## src/rtl/seq_det_sched_if.sv

```systemverilog
// rtl/seq_det_sched_if.sv - request/data/grant bundle between the two serial sources and the scheduler
interface seq_det_sched_if;
  logic req0;
  logic x0;
  logic req1;
  logic x1;
  logic gnt0;
  logic gnt1;

  // Sources drive request and data; the scheduler answers with grants.
  modport master (
    output req0, x0, req1, x1,
    input  gnt0, gnt1
  );

  modport slave (
    input  req0, x0, req1, x1,
    output gnt0, gnt1
  );
endinterface

```

## src/rtl/seq_det_sched.sv

```systemverilog
// rtl/seq_det_sched.sv - round-robin scheduler sharing one sequence detector between two serial channels
module seq_det_sched #(
  parameter int                 PAT_LEN = 4,
  parameter logic [PAT_LEN-1:0] PATTERN = 4'b1110,
  parameter int                 CNT_W   = 8
) (
  input  logic             clock,
  input  logic             reset,
  seq_det_sched_if.slave   bus,
  input  logic             clear,
  output logic             z0,
  output logic             z1,
  output logic [CNT_W-1:0] cnt0,
  output logic [CNT_W-1:0] cnt1
);

  localparam int                FILL_W   = $clog2(PAT_LEN);
  localparam logic [FILL_W-1:0] FILL_MAX = FILL_W'(PAT_LEN - 1);

  typedef enum logic {
    LAST0 = 1'b0,
    LAST1 = 1'b1
  } last_e;

  last_e              last_q, last_d;
  logic [1:0]         req, x, gnt, match;
  logic [1:0]         z_q;
  logic [PAT_LEN-1:0] win    [2];
  logic [PAT_LEN-2:0] hist_q [2];
  logic [PAT_LEN-2:0] hist_d [2];
  logic [FILL_W-1:0]  fill_q [2];
  logic [FILL_W-1:0]  fill_d [2];
  logic [CNT_W-1:0]   cnt_q  [2];
  logic [CNT_W-1:0]   cnt_d  [2];

  assign req = {bus.req1, bus.req0};
  assign x   = {bus.x1, bus.x0};

  // Under contention the channel the pointer does not name wins.
  assign gnt[0] = req[0] & (~req[1] | (last_q == LAST1));
  assign gnt[1] = req[1] & (~req[0] | (last_q == LAST0));

  assign bus.gnt0 = gnt[0];
  assign bus.gnt1 = gnt[1];

  always_comb begin
    last_d = last_q;
    if (gnt[0]) begin
      last_d = LAST0;
    end else if (gnt[1]) begin
      last_d = LAST1;
    end
    for (int c = 0; c < 2; c++) begin
      win[c]    = {hist_q[c], x[c]};
      // The fill guard keeps the zero history left by reset from matching.
      match[c]  = gnt[c] && (win[c] == PATTERN) && (fill_q[c] == FILL_MAX);
      hist_d[c] = hist_q[c];
      fill_d[c] = fill_q[c];
      if (gnt[c]) begin
        hist_d[c] = win[c][PAT_LEN-2:0];
        if (fill_q[c] != FILL_MAX) begin
          fill_d[c] = fill_q[c] + FILL_W'(1);
        end
      end
      cnt_d[c] = cnt_q[c];
      if (clear) begin
        cnt_d[c] = '0;
      end else if (match[c] && (cnt_q[c] != {CNT_W{1'b1}})) begin
        cnt_d[c] = cnt_q[c] + CNT_W'(1);
      end
    end
  end

  always_ff @(posedge clock) begin
    if (reset) begin
      last_q <= LAST1;
      z_q    <= '0;
      for (int c = 0; c < 2; c++) begin
        hist_q[c] <= '0;
        fill_q[c] <= '0;
        cnt_q[c]  <= '0;
      end
    end else begin
      last_q <= last_d;
      z_q    <= match;
      for (int c = 0; c < 2; c++) begin
        hist_q[c] <= hist_d[c];
        fill_q[c] <= fill_d[c];
        cnt_q[c]  <= cnt_d[c];
      end
    end
  end

  assign z0   = z_q[0];
  assign z1   = z_q[1];
  assign cnt0 = cnt_q[0];
  assign cnt1 = cnt_q[1];

endmodule

```

## src/flat_wrapper.sv

```systemverilog
// flat-port wrapper written by rule: the top's interface ports become plain ports
module seq_det_sched_flat 
#(
  parameter int                 PAT_LEN = 4,
  parameter logic [PAT_LEN-1:0] PATTERN = 4'b1110,
  parameter int                 CNT_W   = 8
)
  (clock, reset, clear, z0, z1, cnt0, cnt1, bus_req0, bus_x0, bus_req1, bus_x1, bus_gnt0, bus_gnt1);
  seq_det_sched_if bus_i ();
  input  logic clock;
  input  logic reset;
  input  logic clear;
  output logic z0;
  output logic z1;
  output logic [CNT_W-1:0] cnt0;
  output logic [CNT_W-1:0] cnt1;
  input wire logic [$bits(bus_i.req0)-1:0] bus_req0;
  input wire logic [$bits(bus_i.x0)-1:0] bus_x0;
  input wire logic [$bits(bus_i.req1)-1:0] bus_req1;
  input wire logic [$bits(bus_i.x1)-1:0] bus_x1;
  output wire logic [$bits(bus_i.gnt0)-1:0] bus_gnt0;
  output wire logic [$bits(bus_i.gnt1)-1:0] bus_gnt1;
  assign bus_i.req0 = bus_req0;
  assign bus_i.x0 = bus_x0;
  assign bus_i.req1 = bus_req1;
  assign bus_i.x1 = bus_x1;
  assign bus_gnt0 = bus_i.gnt0;
  assign bus_gnt1 = bus_i.gnt1;
  seq_det_sched #(.PAT_LEN(PAT_LEN), .PATTERN(PATTERN), .CNT_W(CNT_W)) u_core (.clock(clock), .reset(reset), .bus(bus_i), .clear(clear), .z0(z0), .z1(z1), .cnt0(cnt0), .cnt1(cnt1));
endmodule
```

## config.mk

```make
export PLATFORM = sky130hd
export DESIGN_NAME = seq_det_sched_flat
export DESIGN_NICKNAME = d
export VERILOG_FILES = /design/src/rtl/seq_det_sched_if.sv /design/src/rtl/seq_det_sched.sv /design/src/flat_wrapper.sv
export SDC_FILE = /design/constraint.sdc
export NUM_CORES = 1
export LEC_CHECK = 0
export BUFFER_PORTS_ARGS = -buffer_cell sky130_fd_sc_hd__buf_2
export CAP_MARGIN = 30
export CORE_MARGIN = 4
export CORE_UTILIZATION = 53
export DETAILED_ROUTE_END_ITERATION = 8
export PLACE_DENSITY = 0.77
export SLEW_MARGIN = 15
export SYNTH_ARGS = -nofsm -noshare
export SYNTH_HDL_FRONTEND = slang
export SYNTH_SLANG_ARGS = --single-unit
```

## constraint.sdc

```tcl
create_clock -name clock -period 2.3 [get_ports clock]
set_input_delay 0.115 -clock clock [delete_from_list [all_inputs] [get_ports clock]]
set_output_delay 0.115 -clock clock [all_outputs]
set_load 0.005 [all_outputs]
```

# Yosys cells after proc, flatten, opt, wreduce, memory -nomap -nowiden
# Memories as Yosys holds them, arrays and structs flattened.
# Index checks and enable logic that the tools add are counted.
[totals]
input_bits = 7
mem_bits_rw = 26
out_inout_bits = 20
wordCells = 58
register_bits = 3
mem_count = 3
[classes]
bitwise_logic = 13
n_addsub = 4
eq_ne = 8
n_reduce_logical = 7
n_mux = 21
[mem_list]
columns = ["name", "depth", "width", "read_ports", "rd_ports_with_merged_regs", "write_ports", "line_no", "text"]
rows = [
  ["u_core.cnt_q", 2, 8, 2, 0, 2, "seq_det_sched.sv:33", "logic [CNT_W-1:0] cnt_q [2];"],
  ["u_core.hist_q", 2, 3, 2, 0, 2, "seq_det_sched.sv:29", "logic [PAT_LEN-2:0] hist_q [2];"],
  ["u_core.fill_q", 2, 2, 2, 0, 2, "seq_det_sched.sv:31", "logic [FILL_W-1:0] fill_q [2];"],
]
[ops]
columns = ["op", "count"]
rows = [
  ["two-way mux 8 bit", 6],
  ["adder 8 x 1 -> 8 bit, second input constant", 2],
  ["!= test 8 bit, second input constant", 2],
  ["two-way mux 2 bit", 6],
  ["two-way mux 3 bit", 4],
  ["equality test 4 bit, second input constant", 2],
  ["OR 1 bit", 8],
  ["logical AND 1 bit", 6],
  ["two-way mux 1 bit", 5],
  ["adder 2 x 1 -> 2 bit, second input constant", 2],
  ["equality test 2 bit, second input constant", 2],
  ["!= test 2 bit, second input constant", 2],
  ["inverter 1 bit", 3],
  ["AND 1 bit", 2],
  ["nonzero test 2 bit", 1],
]

# Depth between registers and ports, before layout
# Gate-level depths: netlist of run 1.
[depth]
ltp_word = 9
mapped_depth = 6
depth_no_buf = 5

# Worst setup path before layout of run 1
# No wires, ideal clock.
[synth_timing]
path_type = "register to register"
startpoint = "mem u_core.fill_q[0][2] (netlist name)"
endpoint = "mem u_core.cnt_q[1][5] (netlist: u_core.cnt_q[0][13])"
arrival_ns = 1.719
stages_incl_launch_ff = 7
setup_time_ns = 0.072
slack_ns = 0.509
n_path_buf = 1
required_time_ns = 2.228
synth_period_minus_slack_ns = 1.791
path_cell_list = "dfxtp_1 ha_1 inv_1 or4_4 buf_6 nor4_1 mux2i_1"
[synth_rtl]
columns = ["element", "line_no"]
rows = [
  ["start, declared", "seq_det_sched.sv:31"],
  ["end, declared", "seq_det_sched.sv:33"],
]

==> qor.yml, run 1 <==
crit_arrival_ps: 2120
relSlewSlack_pct: 53.6
nets: 202
finalNonFillerCells: 222
outcome: "completed"
setup_viol: 0
core_sq_um: 2450
worstMarginPinSlew_ps: 691
fin_crit_ps: 1930
grt_start_max_net_pins: 18
yosysTopAreaCell: "dfxtp_1"
synth_cell_types: 36
clock-root-buffer: "clkbuf_4"
synth.area.top_cells: "dfxtp_1, a21oi_1, nand2_1"
grt_overflow: 0
cts_tree: "yes"
antenna_cells: 0
critPathLaunch: "u_core.fill_q[0][0]"
ios: 27
finalHoldViolCount: 0
post_cts_resized: 0
synthesis.nets: 172
drc: 0
vias: 1295
path_class: "flop to flop"
hold_end: "u_core.hist_q[0][0]"
power.leakage_nw: 0.602
maxCapViolCount: 0
syn_inst: 161
powerDensity_nw_per_um2: 639
antenna_found_initial: 0
htree_levels: 2
syn_area_per_cell_sq_um: 8.46
die_w_um: 58.7
met2_usage_pct: 25.4
fin_skew_ps: 8.54
syn_area_sq_um: 1360
reg2reg_depth: 6
postCtsSetupBuffers: 0
gp_congestion: 0.834
clkLatencyLatePin_ps: 320
top_usage_layer: "met2"
initial_utilization_pct: 55.5
irDropWorstVdd_mv: 0.650
postRouteAntennaNets: 0
max-clock-path-buffers: 2
drtIter0Drc: 41
drive_gt1_share_pct: 21.9
hold_path_depth: 3
slew_violations: 0
cts.sinks: 29
dieArea_sq_um: 3440
ys_seq_area_share_pct: 42.6
cts.clk_slew.worst_paths_ps: 90
worstPathRequired_ps: 2490
critPathMaxFanout: 8
hold_path.startpoint: "bus_x0"
fin_tns_setup_ps: 0
rr_endpoint: "u_core.cnt_q[0][2]"
syn_to_final_growth_pct: 16.8
num_rows: 18
grt_pass1_wl_um: 4600
wirelength_um: 2840
dpl.cell_count: 214
hold_class: "input port to flop"
synth_top_area_share_pct: 42.6
r2r_start: "u_core.fill_q[0][0]"
crit_path_start_kind: "flop"
io_buffers: 26
cp-end-kind: "flop"
synth_warnings: 0
holdBufCountCts: 0
die_y_um: 58.7
max_freq_mhz: 519
rsz0062_at_grt: "false"
gr-usage-met3_pct: 5.48
track_usage_pct: 17.4
via_per_inst: 5.83
fin_crit_sh_pct: 83.8
reg2reg_setup_slack_ps: 370
numCtsBuffers: 5
ys_seq_elements: 29
met1_usage_pct: 22.3
grt_pass1_vias: 1090
hpwlAfterDp_um: 2010
avgRoutedWirePerCell_um: 12.8
drt_pass1_iterations: 4
[cell usage in the layout (no fill, tap or decap), types with 4 or more instances in the layout]
cell	instances
or3_1	4
o31ai_1	4
ha_1	4
clkbuf_4	5
a21oi_1	18
or4_1	4
o21ai_0	8
nor2_1	9
buf_2	26
nand4_1	4
dfxtp_1	29
nor3_1	4
nand3_1	11
nand2_1	20
inv_1	7
nor4_1	6
[state kept, by name, indices dropped and copies added (netlist names)]
name / cells
u_core.z_q: 2
u_core.hist_q: 6
u_core.fill_q: 4
u_core.cnt_q: 16
u_core.last_q: 1
[synth_stat cells]
cell	number
o311ai_0	1
or2_2	2
o21ai_0	8
nor4_1	6
and2_1	1
or4_4	1
or3_1	4
ha_1	4
and3_1	1
buf_6	2
a211oi_1	2
dlygate4sd1_1	1
a41oi_1	1
nand4_1	4
mux2i_1	2
a21bo_4	1
o31ai_1	4
and4b_1	1
nand2b_1	2
and3b_2	1
o41ai_1	1
or3_2	1
xnor2_1	2
or4_1	4
nor3_1	4
nand3_1	11
nor2_1	9
inv_1	7
and4_2	1
clkbuf_1	2
and4_1	1
a21oi_1	18
a31oi_1	1
nand2_1	20
dfxtp_1	29
nand3b_1	1
[per-layer routing]
layer	routed length (um)	share of wire, %	vias up
li1	-	-	653
met1	1360	48	604
met2	1270	45	30
met3	140	4.9	8
met4	68	2.4	0
met5	0	0	-
[cell families (layout without fill, tap and decap cells)]
logic type | count (synthesis) | count (layout) | synth area share (%)
compound gates | 37 | 37 | 16.5
fa+ha+maj | 4 | 4 | 3.68
simple gates | 75 | 75 | 29.7
flops | 29 | 29 | 42.6
buf+inv | 12 | 43 | 4.78
xor+xnor | 2 | 2 | 1.29
mux | 2 | 2 | 1.47
[power by group]
| group | internal [mW] | total, mW | switching, mW | leakage [nW] |
|---|---|---|---|---|
| clock network | 0.260 | 0.437 | 0.178 | 0.0455 |
| logic | 0.0242 | 0.0574 | 0.0333 | 0.322 |
| registers | 0.513 | 0.521 | 0.00769 | 0.235 |
[worst max-delay path, cell delays in order, from the launching register on]
cell and delay, ps:
dfxtp_1 360, ha_1 180, and4b_1 200, nand4_1 280, buf_4 270, o311ai_0 360
o41ai_1 130
[metrics by stage]
step           setup slack (ps)  util [%]  area (sq um)  hold WS [ps]  power, mW
2_1_floorplan               509         -          1360           184      0.573
3_3_place_gp                447      61.3          1510           377      0.587
3_5_place_dp                383      61.3          1510           390      0.590
4_1_cts                     369      64.8          1590          39.8       1.03
5_1_grt                     232      64.8          1590          40.3       1.06
6_report                    374      64.8          1590          44.9       1.02
[worst max path at each step]
stage	end	slack, ps
after global routing	u_core.cnt_q[0][2]	230
final	u_core.cnt_q[0][2]	370
after CTS	u_core.cnt_q[0][2]	370
after floorplan	u_core.cnt_q[0][13]	510
after global placement	u_core.cnt_q[0][11]	450
after detailed placement	u_core.cnt_q[0][2]	380
[final cells by class]
cell class | instances | area [sq um]
well taps | 30 | 37.5
flip-flops and latches | 29 | 581
repair buffers | 28 | 145
clock buffers | 7 | 55.1
clock inverters | 1 | 30.0
multi-input cells | 120 | 716
inverters | 7 | 26.3
fillers | 221 | 865
No activity file was read; power rests on OpenSTA's default activity.
==> inputs of run 2 (changes only) <==
Clock period 2.3 ns to 1.8 ns, I/O delays scaled along.
==> run 2 against run 1 <==
  * Worst setup slack lost 340 ps
  * Critical endpoint is now u_core.cnt_q[0][8]
  * Clock power grew 4%
  * Die area is the same
  * Largest cell class unchanged
  * Via count grew 2.8%
  * Total power grew 20%
  * Clock-buffer cell count is the same
  * First-iteration DRC count grew 34%
  * Critical path type unchanged
  * Sequential power grew 29%
  * Maximum frequency grew 9.1%
==> qor.yml, run 2 (synthesis gave the netlist of run 1 again) <==
power_frac_seq_pct: 55.4  # was 51.3%
ios: 27  # unchanged
drtIter0Drc: 55  # was 41
hpwlAfterDp_um: 2210  # was 2010 um
cts_tree: "yes"  # unchanged
antenna_cells: 0  # unchanged
wirelength_um: 3130  # was 2840 um
crit_slowest_cell: "or4_4"  # was dfxtp_1
fillers: 202  # was 221
fin_skew_ps: 8.73  # was 8.54 ps
drive_gt1_share_pct: 32.2  # was 21.9%
max-clock-path-buffers: 2  # unchanged
vias: 1331  # was 1295
power.internal_mw: 0.926  # was 0.797 mW
die_y_um: 58.7  # unchanged
drc: 0  # unchanged
holdBufCountCts: 0  # unchanged
die_w_um: 58.7  # unchanged
largest_reg_flops: 16  # unchanged
fin_tns_setup_ps: 0  # unchanged
powerDensity_nw_per_um2: 708  # was 639 nW/um^2
postRouteAntennaNets: 0  # unchanged
core_sq_um: 2450  # unchanged
io_buffers: 26  # unchanged
finish.utilization_pct: 69.9  # was 64.8%
cp.buffers_inverters: 1  # unchanged
rsz0062_at_grt: "true"  # was false
path_class: "flop to flop"  # unchanged
avgRoutedWirePerCell_um: 13.5  # was 12.8 um
total_power_mw: 1.21  # was 1.02 mW
worstPathRequired_ps: 2070  # was 2490 ps
outcome: "completed"  # unchanged
numCtsBuffers: 5  # unchanged
syn_to_final_growth_pct: 26.0  # was 16.8%
grt_pass1_wl_um: 5020  # was 4600 um
relSlewSlack_pct: 67.8  # was 53.6%
grt_start_max_net_pins: 18  # unchanged
setup_viol: 0  # unchanged
irDropWorstVdd_mv: 0.639  # was 0.650 mV
critPathMaxFanout: 7  # was 8
cts.sinks: 29  # unchanged
crit_path_start_kind: "flop"  # unchanged
initial_utilization_pct: 55.5  # unchanged
path_cells: "ha_4 -> inv_1 -> or4_4 -> or3_2 -> a21oi_1"  # was ha_1 -> and4b_1 -> nand4_1 -> buf_4 -> o311ai_0 -> o41ai_1
via_per_inst: 5.74  # was 5.83
clock-root-buffer: "clkbuf_4"  # unchanged
combinationalPowerShare_pct: 7.2  # was 5.7%
drt_pass1_iterations: 4  # unchanged
grt_overflow: 0  # unchanged
antenna_found_initial: 0  # unchanged
holdWs_ps: 23.7  # was 44.9 ps
p_sw_share_pct: 23.8  # was 21.5%
gp_congestion: 0.844  # was 0.834
cpPeakStageDelay_ps: 560  # was 360 ps
num_rows: 18  # unchanged
crit_family: "simple AND/OR/NAND/NOR gates"  # was compound AO/OA/AOI/OAI gates
p_clk_share_pct: 37.4  # was 43.0%
fin_crit_ps: 1770  # was 1930 ps
grt_pass1_vias: 1243  # was 1090
hold_class: "input port to flop"  # unchanged
finalHoldViolCount: 0  # unchanged
track_usage_pct: 19.0  # was 17.4%
clkLatencyLatePin_ps: 330  # was 320 ps
slew_violations: 0  # unchanged
cts.clk_slew.worst_paths_ps: 100  # was 90 ps
reg2reg_setup_slack_ps: 30  # was 370 ps
maxCapViolCount: 0  # unchanged
htree_levels: 2  # unchanged
reg.largest.list: "u_core.cnt_q: 16 flops, u_core.hist_q: 6 flops, u_core.fill_q: 4 flops"  # unchanged
max_freq_mhz: 566  # was 519 MHz
cp-end-kind: "flop"  # unchanged
final_cell_mix: "buf_2, dfxtp_1, nand2_1"  # was dfxtp_1, buf_2, nand2_1
nets: 212  # was 202
fin_crit_sh_pct: 98.1  # was 83.8%
dieArea_sq_um: 3440  # unchanged
crit_arrival_ps: 2040  # was 2120 ps
p_sw_mw: 0.289  # was 0.219 mW
power.leakage_nw: 0.644  # was 0.602 nW
layout_commonest_cell: "buf_2"  # was dfxtp_1
worstMarginPinSlew_ps: 482  # was 691 ps
regMostFlops: "u_core.cnt_q"  # unchanged
-- run 2: cell type report --
class,count,area [sq um],share of cell area (%)
Tap cell,30,37.5,2.19
Timing Repair Buffer,38,220,12.8
Sequential cell,29,587,34.2
Multi-Input combinational cell,120,774,45.1
Inverter,7,26.3,1.53
Clock inverter,1,5.00,0.292
Clock buffer,7,65.1,3.79
-- run 2: worst register-to-register path: cells and delay by family (launching register included) --
kind	cells	cell delay (ps)
AND/OR/NAND/NOR	2	1030
flip-flops	1	360
AO/OA/AOI/OAI	1	140
adder cells (fa/ha/maj)	1	130
buffers and inverters	1	40
-- run 2: stage by stage --
| stage | setup WS, ps | area [sq um] | cells |
|---|---|---|---|
| floorplan | 9.24 | 1360 | 161 |
| detailed placement | -64.2 | 1570 | 223 |
| finish | 34.2 | 1720 | 232 |
| global route | -30.4 | 1720 | 232 |
| CTS | -0.120 | 1660 | 231 |
| global placement | 8.21 | 1570 | 223 |
-- run 2: worst paths after layout --
check / startpoint / to / cells after the start
hold reg to reg: u_core.hist_q[0][5] / u_core.hist_q[0][5] / 2
setup / recovery: u_core.fill_q[0][2] / u_core.cnt_q[0][8] / 5
hold / removal: bus_x0 / u_core.hist_q[0][0] / 3
setup reg to reg: u_core.fill_q[0][2] / u_core.cnt_q[0][8] / 5
-- run 2: layer usage --
layer,share of wire (%),track usage [%],vias up
met5,0,0,-
met4,1.7,13.6,0
met3,4.6,4.82,6
met2,49,31.6,25
met1,45,21.1,627
li1,-,-,673
-- run 2: power by group through the flow --
stage               Clock, mW  Combinational, mW  Sequential [mW]
floorplan                   0             0.0540            0.679
CTS                     0.466             0.0842            0.666
finish                  0.455             0.0872            0.673
global placement            0             0.0798            0.679
detailed placement          0             0.0836            0.681
global route            0.491             0.0966            0.674
-- run 2: repair_timing --
action,CTS,global route
pin swaps,4,4
setup endpoints to repair,4,11
resized for setup,4,11
buffers inserted,0,1
==> inputs of run 3 (changes only) <==
Settings changed: ABC_AREA from default to 0, BUFFER_PORTS_ARGS -buffer_cell sky130_fd_sc_hd__buf_2 to default, CORE_UTILIZATION 53 to 61, DONT_BUFFER_PORTS from default to 1.
==> run 3 against run 2 <==
  * The flow now finishes with violations (setup timing)
  * Global-route usage is 3.0 points higher
  * Combinational power rose by 11%
  * Cell area decreased by 3.4%
  * Via count shrank 1.1%
  * Sequential power hardly changed
  * Routed wire length is 15% higher
  * Hold slack improved by 15 ps
  * Flip-flop and latch count stayed put
==> qor.yml, run 3 (synthesis gave the netlist of run 1 again) <==
powerDensity_nw_per_um2: 687  # was 708 nW/um^2
power.leakage_nw: 0.544  # was 0.644 nW
numCtsBuffers: 5  # unchanged
drt-met1-wl_um: 1440  # was 1400 um
cp-end-kind: "flop"  # unchanged
wl_met2_um: 1870  # was 1530 um
worstPathRequired_ps: 2070  # about the same
cp.depth: 5  # unchanged
track_usage_pct: 22.1  # was 19.0%
slew_violations: 0  # unchanged
fin_crit_sh_pct: 102  # was 98.1%
r2r_start: "u_core.fill_q[0][3]"  # was u_core.fill_q[0][2]
clock-root-buffer: "clkbuf_4"  # unchanged
cts.clk_slew.worst_paths_ps: 90  # was 100 ps
dieArea_sq_um: 3050  # was 3440 sq um
core_sq_um: 2040  # was 2450 sq um
relSlewSlack_pct: 62.3  # was 67.8%
drtIter0Drc: 37  # was 55
ios: 27  # unchanged
place_worst_setup_slack_ps: -28.5  # was -64.2 ps
nets: 195  # was 212
crit_family: "simple AND/OR/NAND/NOR gates"  # unchanged
vias: 1317  # was 1331
crit_slowest_cell: "or4_4"  # unchanged
reg2reg_depth: 5  # unchanged
fin_skew_ps: 3.69  # was 8.73 ps
max-clock-path-buffers: 2  # unchanged
drc: 0  # unchanged
syn_to_final_growth_pct: 21.8  # was 26.0%
drive_gt1_share_pct: 22.7  # was 32.2%
via_per_inst: 6.21  # was 5.74
num_rows: 16  # was 18
maxCapViolCount: 0  # unchanged
worstMarginPinSlew_ps: 564  # was 482 ps
path_cells: "ha_4 -> inv_2 -> or4_4 -> or4_4 -> a21oi_2"  # was ha_4 -> inv_1 -> or4_4 -> or3_2 -> a21oi_1
reg.largest.list: "u_core.cnt_q: 16 flops, u_core.hist_q: 6 flops, u_core.fill_q: 4 flops"  # unchanged
htree_levels: 2  # unchanged
dpl.cell_count: 194  # was 223
crit_arrival_ps: 2100  # was 2040 ps
grt_overflow: 0  # unchanged
drt_pass1_iterations: 4  # unchanged
fin_ws_ps: -32.5  # was 34.2 ps
cts.sinks: 29  # unchanged
gp_congestion: 0.758  # was 0.844
cpMostUsedCell: "or4_4"
worstSetupEndpoint: "u_core.cnt_q[0][11]"  # was u_core.cnt_q[0][8]
wirelength_um: 3590  # was 3130 um
outcome: "finished with violations"  # was completed
final_cell_mix: "dfxtp_1, nand2_1, a21oi_1"  # was buf_2, dfxtp_1, nand2_1
max_freq_mhz: 546  # was 566 MHz
cp.buffers_inverters: 1  # unchanged
die_y_um: 55.2  # was 58.7 um
cts_tree: "yes"  # unchanged
irDropWorstVdd_mv: 0.744  # was 0.639 mV
top_layer_used: "met4"  # unchanged
die_w_um: 55.2  # was 58.7 um
cpPeakStageDelay_ps: 580  # was 560 ps
clkLatencyLatePin_ps: 330  # about the same
avgRoutedWirePerCell_um: 16.9  # was 13.5 um
regMostFlops: "u_core.cnt_q"  # unchanged
rr_endpoint: "u_core.cnt_q[0][11]"  # was u_core.cnt_q[0][8]
antenna_cells: 0  # unchanged
hold_path.startpoint: "bus_req0"  # was bus_x0
initial_utilization_pct: 66.7  # was 55.5%
crit_path_start_kind: "flop"  # unchanged
hold_class: "input port to flop"  # unchanged
critPathLaunch: "u_core.fill_q[0][3]"  # was u_core.fill_q[0][2]
finalHoldViolCount: 0  # unchanged
layout_commonest_cell: "dfxtp_1"  # was buf_2
reg2reg_setup_slack_ps: -30  # was 30 ps
setup_viol: 3  # was 0
grt_pass1_vias: 1250  # was 1243
grt_start_max_net_pins: 17  # was 18
critPathMaxFanout: 5  # was 7
postRouteAntennaNets: 0  # unchanged
finalNonFillerCells: 212  # was 232
violations: "setup timing"
dr_wl_met3_um: 213  # was 145 um
path_class: "flop to flop"  # unchanged
rsz0062_at_grt: "true"  # unchanged
hpwlAfterDp_um: 2210  # about the same
io_buffers: 0  # was 26
largest_reg_flops: 16  # unchanged
antenna_found_initial: 0  # unchanged
grt_pass1_wl_um: 5520  # was 5020 um
fin_crit_ps: 1830  # was 1770 ps
total_power_mw: 1.14  # was 1.21 mW
## run 3: cell type report
class,count,area [sq um]
timing repair buffer,21,176
fill,144,384
sequential,29,587
multi-input combinational,120,783
tap,27,33.8
inverter,7,26.3
clock buffer,6,41.3
clock inverter,2,10.0
## run 3: where the power goes
group / leakage [nW] / internal, mW / total (mW) / switching [mW]
Clock: 0.0320 / 0.148 / 0.370 / 0.221
Combinational: 0.276 / 0.0487 / 0.0964 / 0.0477
Sequential: 0.236 / 0.658 / 0.672 / 0.0142
## run 3: per-stage QoR
step                utilization, %  hold WS [ps]  instance area, sq um  setup TNS, ps
floorplan                        -           159                  1360              0
detailed placement            70.5           163                  1440          -61.2
CTS                           76.9          30.3                  1570          -72.8
global placement              70.5           161                  1440              0
finish                        81.2          38.9                  1660          -42.7
global route                  81.2          52.5                  1660           -211
## run 3: routing by layer
metal | GRT usage, % | vias to the layer above
li1 | - | 643
met1 | 25.3 | 618
met2 | 37.3 | 46
met3 | 8.39 | 10
met4 | 7.64 | 0
met5 | 0 | -
## run 3: worst min path at each step
| stage | end | slack [ps] | cells past startpoint |
|---|---|---|---|
| 5_1_grt | u_core.hist_q[0][0] | 50 | 3 |
| 2_1_floorplan | u_core.fill_q[0][1] | 160 | 1 |
| 6_report | u_core.hist_q[0][0] | 40 | 3 |
| 4_1_cts | u_core.hist_q[0][0] | 30 | 3 |
| 3_5_place_dp | u_core.hist_q[0][5] | 160 | 1 |
| 3_3_place_gp | u_core.hist_q[0][5] | 160 | 1 |
## run 3: timing repair
| action | CTS | global route |
|---|---|---|
| pin swaps | 1 | 6 |
| buffers inserted | 1 | 3 |
| gates resized for setup | 4 | 14 |
| endpoints found under the setup margin | 4 | 8 |
| hold buffers | 6 | 0 |
| hold endpoints to repair | 16 | 0 |
## run 3: worst reg2reg max path: cells and delay by family, from the launching register on
kind                     cells  cell delay [ps]
AND/OR/NAND/NOR              2             1090
buffers and inverters        1               50
adder cells (fa/ha/maj)      1              150
flip-flops                   1              370
AO/OA/AOI/OAI                1              120
